<file path="config.mk">
export PLATFORM = sky130hd
export DESIGN_NAME = ripple_count_capture_flat
export DESIGN_NICKNAME = d
export VERILOG_FILES = /design/src/rtl/ripple_count_capture_if.sv /design/src/rtl/ripple_count_capture.sv /design/src/flat_wrapper.sv
export SDC_FILE = /design/constraint.sdc
export NUM_CORES = 1
export LEC_CHECK = 0
export BUFFER_PORTS_ARGS = -buffer_cell sky130_fd_sc_hd__buf_2
export CAP_MARGIN = 20
export CORE_MARGIN = 2
export CORE_UTILIZATION = 56
export CTS_CLUSTER_SIZE = 40
export DETAILED_ROUTE_END_ITERATION = 8
export PLACE_DENSITY = 0.77
export SLEW_MARGIN = 0
export SYNTH_ARGS = -nofsm -noshare
export SYNTH_HDL_FRONTEND = slang
export SYNTH_SLANG_ARGS = --single-unit
</file>
<file path="constraint.sdc">
create_clock -name clock -period 2.15 [get_ports clock]
set_input_delay 0.3225 -clock clock [delete_from_list [all_inputs] [get_ports clock]]
set_output_delay 0.3225 -clock clock [all_outputs]
set_load 0.01 [all_outputs]
</file>
<file path="src/rtl/ripple_count_capture_if.sv">
// Snapshot request/handshake bundle for ripple_count_capture.
// Carries the overrun flag when RIPPLE_CAPTURE_OVERRUN_EN is defined.
interface ripple_count_capture_if #(
   parameter int WIDTH     = 4,
   parameter int EXT_WIDTH = 4
);
   logic                       sample_req;
   logic                       snap_valid;
   logic                       snap_ready;
   logic [WIDTH+EXT_WIDTH-1:0] snap_data;
   logic                       wrap_pulse;
   logic                       busy;
`ifdef RIPPLE_CAPTURE_OVERRUN_EN
   logic                       overrun;
`endif

   // Consumer side
   modport master (
      output sample_req,
      output snap_ready,
      input  snap_valid,
      input  snap_data,
      input  wrap_pulse,
`ifdef RIPPLE_CAPTURE_OVERRUN_EN
      input  overrun,
`endif
      input  busy
   );

   // Capture block side
   modport slave (
      input  sample_req,
      input  snap_ready,
      output snap_valid,
      output snap_data,
      output wrap_pulse,
`ifdef RIPPLE_CAPTURE_OVERRUN_EN
      output overrun,
`endif
      output busy
   );
endinterface

</file>
<file path="src/rtl/ripple_count_capture.sv">
// Synchronizes and de-glitches a ripple counter, extends it with wrap bits and
// serves snapshots over valid/ready. Optional sticky overrun flag: RIPPLE_CAPTURE_OVERRUN_EN.
module ripple_count_capture #(
   parameter int WIDTH         = 4,
   parameter int EXT_WIDTH     = 4,
   parameter int STABLE_CYCLES = 2
) (
   input  logic                   clock,
   input  logic                   clear,
   input  logic [WIDTH-1:0]       cnt_in,
   ripple_count_capture_if.slave  snap
);

   localparam int SC_W = $clog2(STABLE_CYCLES + 1);
   localparam logic [SC_W-1:0] SC_MAX = SC_W'(STABLE_CYCLES);
   localparam logic [SC_W-1:0] SC_PRE = SC_W'(STABLE_CYCLES - 1);

   typedef enum logic [1:0] {IDLE, SETTLE, VALID} state_t;

   function automatic logic [SC_W-1:0] sat_inc(input logic [SC_W-1:0] v);
      return (v == SC_MAX) ? v : v + SC_W'(1);
   endfunction

   logic [WIDTH-1:0]           s1_p0;
   logic [WIDTH-1:0]           s2_p1;
   logic [WIDTH-1:0]           s2_prev_p2;
   logic [SC_W-1:0]            stable_cnt;
   logic [WIDTH-1:0]           settled_value;
   logic [EXT_WIDTH-1:0]       ext_count;
   logic                       wrap_pulse_r;
   state_t                     state;
   logic                       busy_r;
   logic                       snap_valid_r;
   logic [WIDTH+EXT_WIDTH-1:0] snap_data_r;

   logic                       same;
   logic                       accept;
   logic                       is_wrap;
   logic [WIDTH-1:0]           settled_nxt;
   logic [EXT_WIDTH-1:0]       ext_nxt;

   // An accept fires on the edge where the filter reaches saturation with a new value
   assign same        = (s2_p1 == s2_prev_p2);
   assign accept      = same && (stable_cnt == SC_PRE) && (s2_p1 != settled_value);
   assign is_wrap     = accept && (s2_p1 < settled_value);
   assign settled_nxt = accept  ? s2_p1 : settled_value;
   assign ext_nxt     = is_wrap ? ext_count + EXT_WIDTH'(1) : ext_count;

   // Stage p0..p2: two-flop synchronizer plus previous-sample register
   always_ff @(posedge clock or negedge clear) begin
      if (!clear) begin
         s1_p0      <= '0;
         s2_p1      <= '0;
         s2_prev_p2 <= '0;
      end else begin
         s1_p0      <= cnt_in;
         s2_p1      <= s1_p0;
         s2_prev_p2 <= s2_p1;
      end
   end

   // Stability filter, accept and wrap extension
   always_ff @(posedge clock or negedge clear) begin
      if (!clear) begin
         stable_cnt    <= '0;
         settled_value <= '0;
         ext_count     <= '0;
         wrap_pulse_r  <= 1'b0;
      end else begin
         stable_cnt    <= same ? sat_inc(stable_cnt) : '0;
         settled_value <= settled_nxt;
         ext_count     <= ext_nxt;
         wrap_pulse_r  <= is_wrap;
      end
   end

   // Snapshot FSM; loads next-state values so a same-edge accept is captured
   always_ff @(posedge clock or negedge clear) begin
      if (!clear) begin
         state        <= IDLE;
         busy_r       <= 1'b0;
         snap_valid_r <= 1'b0;
         snap_data_r  <= '0;
      end else begin
         case (state)
            IDLE: begin
               if (snap.sample_req) begin
                  state  <= SETTLE;
                  busy_r <= 1'b1;
               end
            end
            SETTLE: begin
               if ((stable_cnt == SC_MAX) || accept) begin
                  snap_data_r  <= {ext_nxt, settled_nxt};
                  snap_valid_r <= 1'b1;
                  state        <= VALID;
               end
            end
            VALID: begin
               if (snap.snap_ready) begin
                  snap_valid_r <= 1'b0;
                  busy_r       <= 1'b0;
                  state        <= IDLE;
               end
            end
            default: begin
               state        <= IDLE;
               busy_r       <= 1'b0;
               snap_valid_r <= 1'b0;
            end
         endcase
      end
   end

`ifdef RIPPLE_CAPTURE_OVERRUN_EN
   logic overrun_r;

   // A dropped request in the completion cycle keeps the flag set
   always_ff @(posedge clock or negedge clear) begin
      if (!clear) begin
         overrun_r <= 1'b0;
      end else if (snap.sample_req && busy_r) begin
         overrun_r <= 1'b1;
      end else if (snap_valid_r && snap.snap_ready) begin
         overrun_r <= 1'b0;
      end
   end

   assign snap.overrun = overrun_r;
`endif

   assign snap.snap_valid = snap_valid_r;
   assign snap.snap_data  = snap_data_r;
   assign snap.wrap_pulse = wrap_pulse_r;
   assign snap.busy       = busy_r;

endmodule

</file>
<file path="src/flat_wrapper.sv">
// flat-port wrapper written by rule: the top's interface ports become plain ports
module ripple_count_capture_flat 
#(
   parameter int WIDTH         = 4,
   parameter int EXT_WIDTH     = 4,
   parameter int STABLE_CYCLES = 2
)
  (clock, clear, cnt_in, snap_sample_req, snap_snap_ready, snap_snap_valid, snap_snap_data, snap_wrap_pulse, snap_busy);
  ripple_count_capture_if #(.WIDTH(WIDTH), .EXT_WIDTH(EXT_WIDTH)) snap_i ();
  input  logic clock;
  input  logic clear;
  input  logic [WIDTH-1:0] cnt_in;
  input wire logic [$bits(snap_i.sample_req)-1:0] snap_sample_req;
  input wire logic [$bits(snap_i.snap_ready)-1:0] snap_snap_ready;
  output wire logic [$bits(snap_i.snap_valid)-1:0] snap_snap_valid;
  output wire logic [$bits(snap_i.snap_data)-1:0] snap_snap_data;
  output wire logic [$bits(snap_i.wrap_pulse)-1:0] snap_wrap_pulse;
  output wire logic [$bits(snap_i.busy)-1:0] snap_busy;
  assign snap_i.sample_req = snap_sample_req;
  assign snap_i.snap_ready = snap_snap_ready;
  assign snap_snap_valid = snap_i.snap_valid;
  assign snap_snap_data = snap_i.snap_data;
  assign snap_wrap_pulse = snap_i.wrap_pulse;
  assign snap_busy = snap_i.busy;
  ripple_count_capture #(.WIDTH(WIDTH), .EXT_WIDTH(EXT_WIDTH), .STABLE_CYCLES(STABLE_CYCLES)) u_core (.clock(clock), .clear(clear), .cnt_in(cnt_in), .snap(snap_i));
endmodule
</file>
==> insert_results.sql <==
INSERT INTO impl_metrics (metric_group, metric, value, unit) VALUES
('outcome', 'status', 'finished, final reports clean', ''),
('clocking', 'postCtsResizedCells', '0', ''),
('place', 'globalplace.congestion', '0.944', ''),
('power', 'p_per_area', '963', 'nW/um2'),
('sta', 'timing.clock.skew', '4.43', 'ps'),
('place', 'detailedPlace.worstSlack', '96.5', 'ps'),
('clocking', 'post-cts-setup-buffers', '0', ''),
('sta', 'hold_viol', '0', ''),
('floorplanning', 'start_util', '0.600', ''),
('finish', 'fin_area', '1720', 'um2'),
('place', 'place_hpwl', '2020', 'um'),
('synth', 'netlist.top_cell.by_area', 'sky130_fd_sc_hd__dfrtp_1', ''),
('synth', 'synth-compound-area-share', '0.155', ''),
('finish', 'multiInputGateArea', '572', 'um2'),
('synth', 'synthCells', '136', ''),
('routing', 'number_of_iterations_in_the_first_detailed_routing_pass', '4', ''),
('routing', 'final_antenna_net_count', '0', ''),
('synth', 'synth-adder-area-share', '0.0579', ''),
('grt', 'antenna_violations_before_repair', '0', ''),
('power', 'power.total', '1660', 'uW'),
('finish', 'antennaDiodeCount', '0', ''),
('floorplanning', 'chipWidth', '56.0', 'um'),
('sta', 'period_needed', '2070', 'ps'),
('routing', 'via_count', '1079', ''),
('synth', 'synth_top_flop_cell', 'sky130_fd_sc_hd__dfrtp_1', ''),
('synth', 'ys_warn_count', '0', ''),
('place', 'buffer_ports.inserted', '18', ''),
('clocking', 'tritoncts.num_buffers', '5', ''),
('synth', 'yosys_register_bits', '35', ''),
('setup_path', 'critPathMaxFanout', '12', ''),
('clocking', 'clk_slew_on_worst_s_h_paths', '100', 'ps'),
('setup_path', 'cp_data_arrival_time', '2320', 'ps'),
('sta', 'max_slew.worst_pin.slew', '732', 'ps'),
('synth', 'synth_most_common_cell', 'sky130_fd_sc_hd__dfrtp_1', ''),
('setup_path', 'worstSetupEndpointType', 'flop', ''),
('floorplanning', 'die_area', '3140', 'um2'),
('grt', 'global_route.overflow_total', '0', ''),
('synth', 'post_synth_edffs', '0', ''),
('power', 'max-vdd-ir-drop', '0.859', 'mV'),
('routing', 'detail_route.wl_per_cell', '14.9', 'um'),
('synth', 'synth-async-reset-ratio', '1.00', ''),
('sta', 'maxSlewHeadroom', '0.512', ''),
('floorplanning', 'die-height', '56.0', 'um'),
('clocking', 'clock_latency', '330', 'ps'),
('finish', 'drive_gt1_frac', '0.200', ''),
('setup_path', 'worstReg2RegStart', 'u_core.s2_p1[3]', ''),
('grt', 'track_usage', '0.210', ''),
('synth', 'summed_instance_area_of_the_synthesized_netlist', '1510', 'um2'),
('synth', 'synthDominantCellAreaShare', '0.579', ''),
('sta', 'finalMaxSlewViolations', '0', ''),
('hold_path', 'hold_path_class', 'in2async', ''),
('sta', 'period_share', '0.962', ''),
('floorplanning', 'floorplan.io_pins', '19', ''),
('place', 'placedInstanceArea', '1650', 'um2'),
('sta', 'finalWorstSetupSlack', '82.0', 'ps'),
('setup_path', 'timing.rr.end', 'u_core.snap.snap_data[6]', ''),
('setup_path', 'critPathLaunchType', 'flop', ''),
('sta', 'worst_hold_slack', '33.8', 'ps'),
('finish', 'layout.filler_cells', '214', ''),
('sta', 'final-setup-viol-count', '0', ''),
('synth', 'synth_area_per_cell', '11.1', 'um2'),
('grt', 'grt_first_pass_wirelength', '5020', 'um'),
('grt', 'largest_net_degree_at_the_start_of_global_routing', '36', ''),
('clocking', 'numClockSinks', '35', ''),
('routing', 'detail_route.iter0.violations', '28', ''),
('synth', 'yosysUniqueCellTypes', '32', ''),
('floorplanning', 'placement_rows', '18', ''),
('synth', 'synth.yosys.seq_area_share', '0.579', ''),
('synth', 'post_synth_and_or_nand_nor_area_fraction', '0.126', ''),
('sta', 'achievable-frequency', '484', 'MHz'),
('finish', 'number_of_non_filler_instances_in_the_completed_layout', '190', '');
## sequential cells by signal, summed over array words and instances, names as in the netlist, 2 cells and up
register,cells
u_core.stable_cnt,2
u_core.s2_p1,4
u_core.s1_p0,4
u_core.ext_count,4
u_core.settled_value,4
u_core.s2_prev_p2,4
u_core.snap.snap_data,8
u_core.state,2
## kinds of logic after synthesis
kind of cell	Yosys count
buffers and inverters	19
flip-flops	35
adder cells (fa/ha/maj)	7
AO/OA/AOI/OAI	35
AND/OR/NAND/NOR	35
XOR/XNOR	5
## cells in the final DEF, fill, tap and decap left out, types with 4 or more instances in the layout
master                     Yosys  layout
sky130_fd_sc_hd__a31oi_1       8       8
sky130_fd_sc_hd__a211oi_1      8       8
sky130_fd_sc_hd__nor2_1        5       5
sky130_fd_sc_hd__buf_4         0       4
sky130_fd_sc_hd__dfrtp_1      35      35
sky130_fd_sc_hd__nand2_1       9       9
sky130_fd_sc_hd__ha_1          7       7
sky130_fd_sc_hd__o21ai_0       6       6
sky130_fd_sc_hd__clkbuf_4      0       5
sky130_fd_sc_hd__inv_1        13      13
sky130_fd_sc_hd__buf_2         1      18
sky130_fd_sc_hd__nand3_1       6       6
## where the power goes
part | internal, uW | total (uW) | switching [uW]
clock | 192 | 404 | 211
sequential | 783 | 860 | 76.6
combinational | 180 | 396 | 217
## stage by stage
step	utilization	TNS, ps
floorplan	-	0
global placement	0.653	0
detailed placement	0.653	0
CTS	0.681	0
global route	0.683	-26.5
finish	0.683	0
## worst max-delay path: stages, from the launching register on
cell	delay, ps
sky130_fd_sc_hd__dfrtp_1	440
sky130_fd_sc_hd__ha_1	340
sky130_fd_sc_hd__nand4_1	160
sky130_fd_sc_hd__nand2_1	250
sky130_fd_sc_hd__or4_1	610
sky130_fd_sc_hd__a31oi_1	200
## layout make-up
| type | count | share of cell area |
|---|---|---|
| clock buffers | 8 | 0.0399 |
| inverters | 13 | 0.0283 |
| multi-input cells | 82 | 0.332 |
| flip-flops and latches | 35 | 0.508 |
| well taps | 30 | 0.0218 |
| repair buffers | 22 | 0.0697 |
## per-layer routing
layer  vias to the layer above  GRT usage  part of all wire
met4                         0     0.0782             0.020
met2                        28      0.316              0.48
met3                         7     0.0744             0.042
met1                       517      0.280              0.46
met5                         -          0                 0
li1                        527          -                 -
## worst min path at each step
stage / end / startpoint / slack, ps
final: u_core.snap.snap_data[2] / clear / 30
after floorplan: u_core.ext_count[0] / clear / 30
after detailed placement: u_core.s2_p1[1] / u_core.s1_p0[1] / 340
after global routing: u_core.s1_p0[0] / cnt_in[0] / 60
after CTS: u_core.settled_value[0] / clear / 50
after global placement: u_core.s2_p1[0] / u_core.s1_p0[0] / 330
No activity file was read; power rests on OpenSTA's default activity.
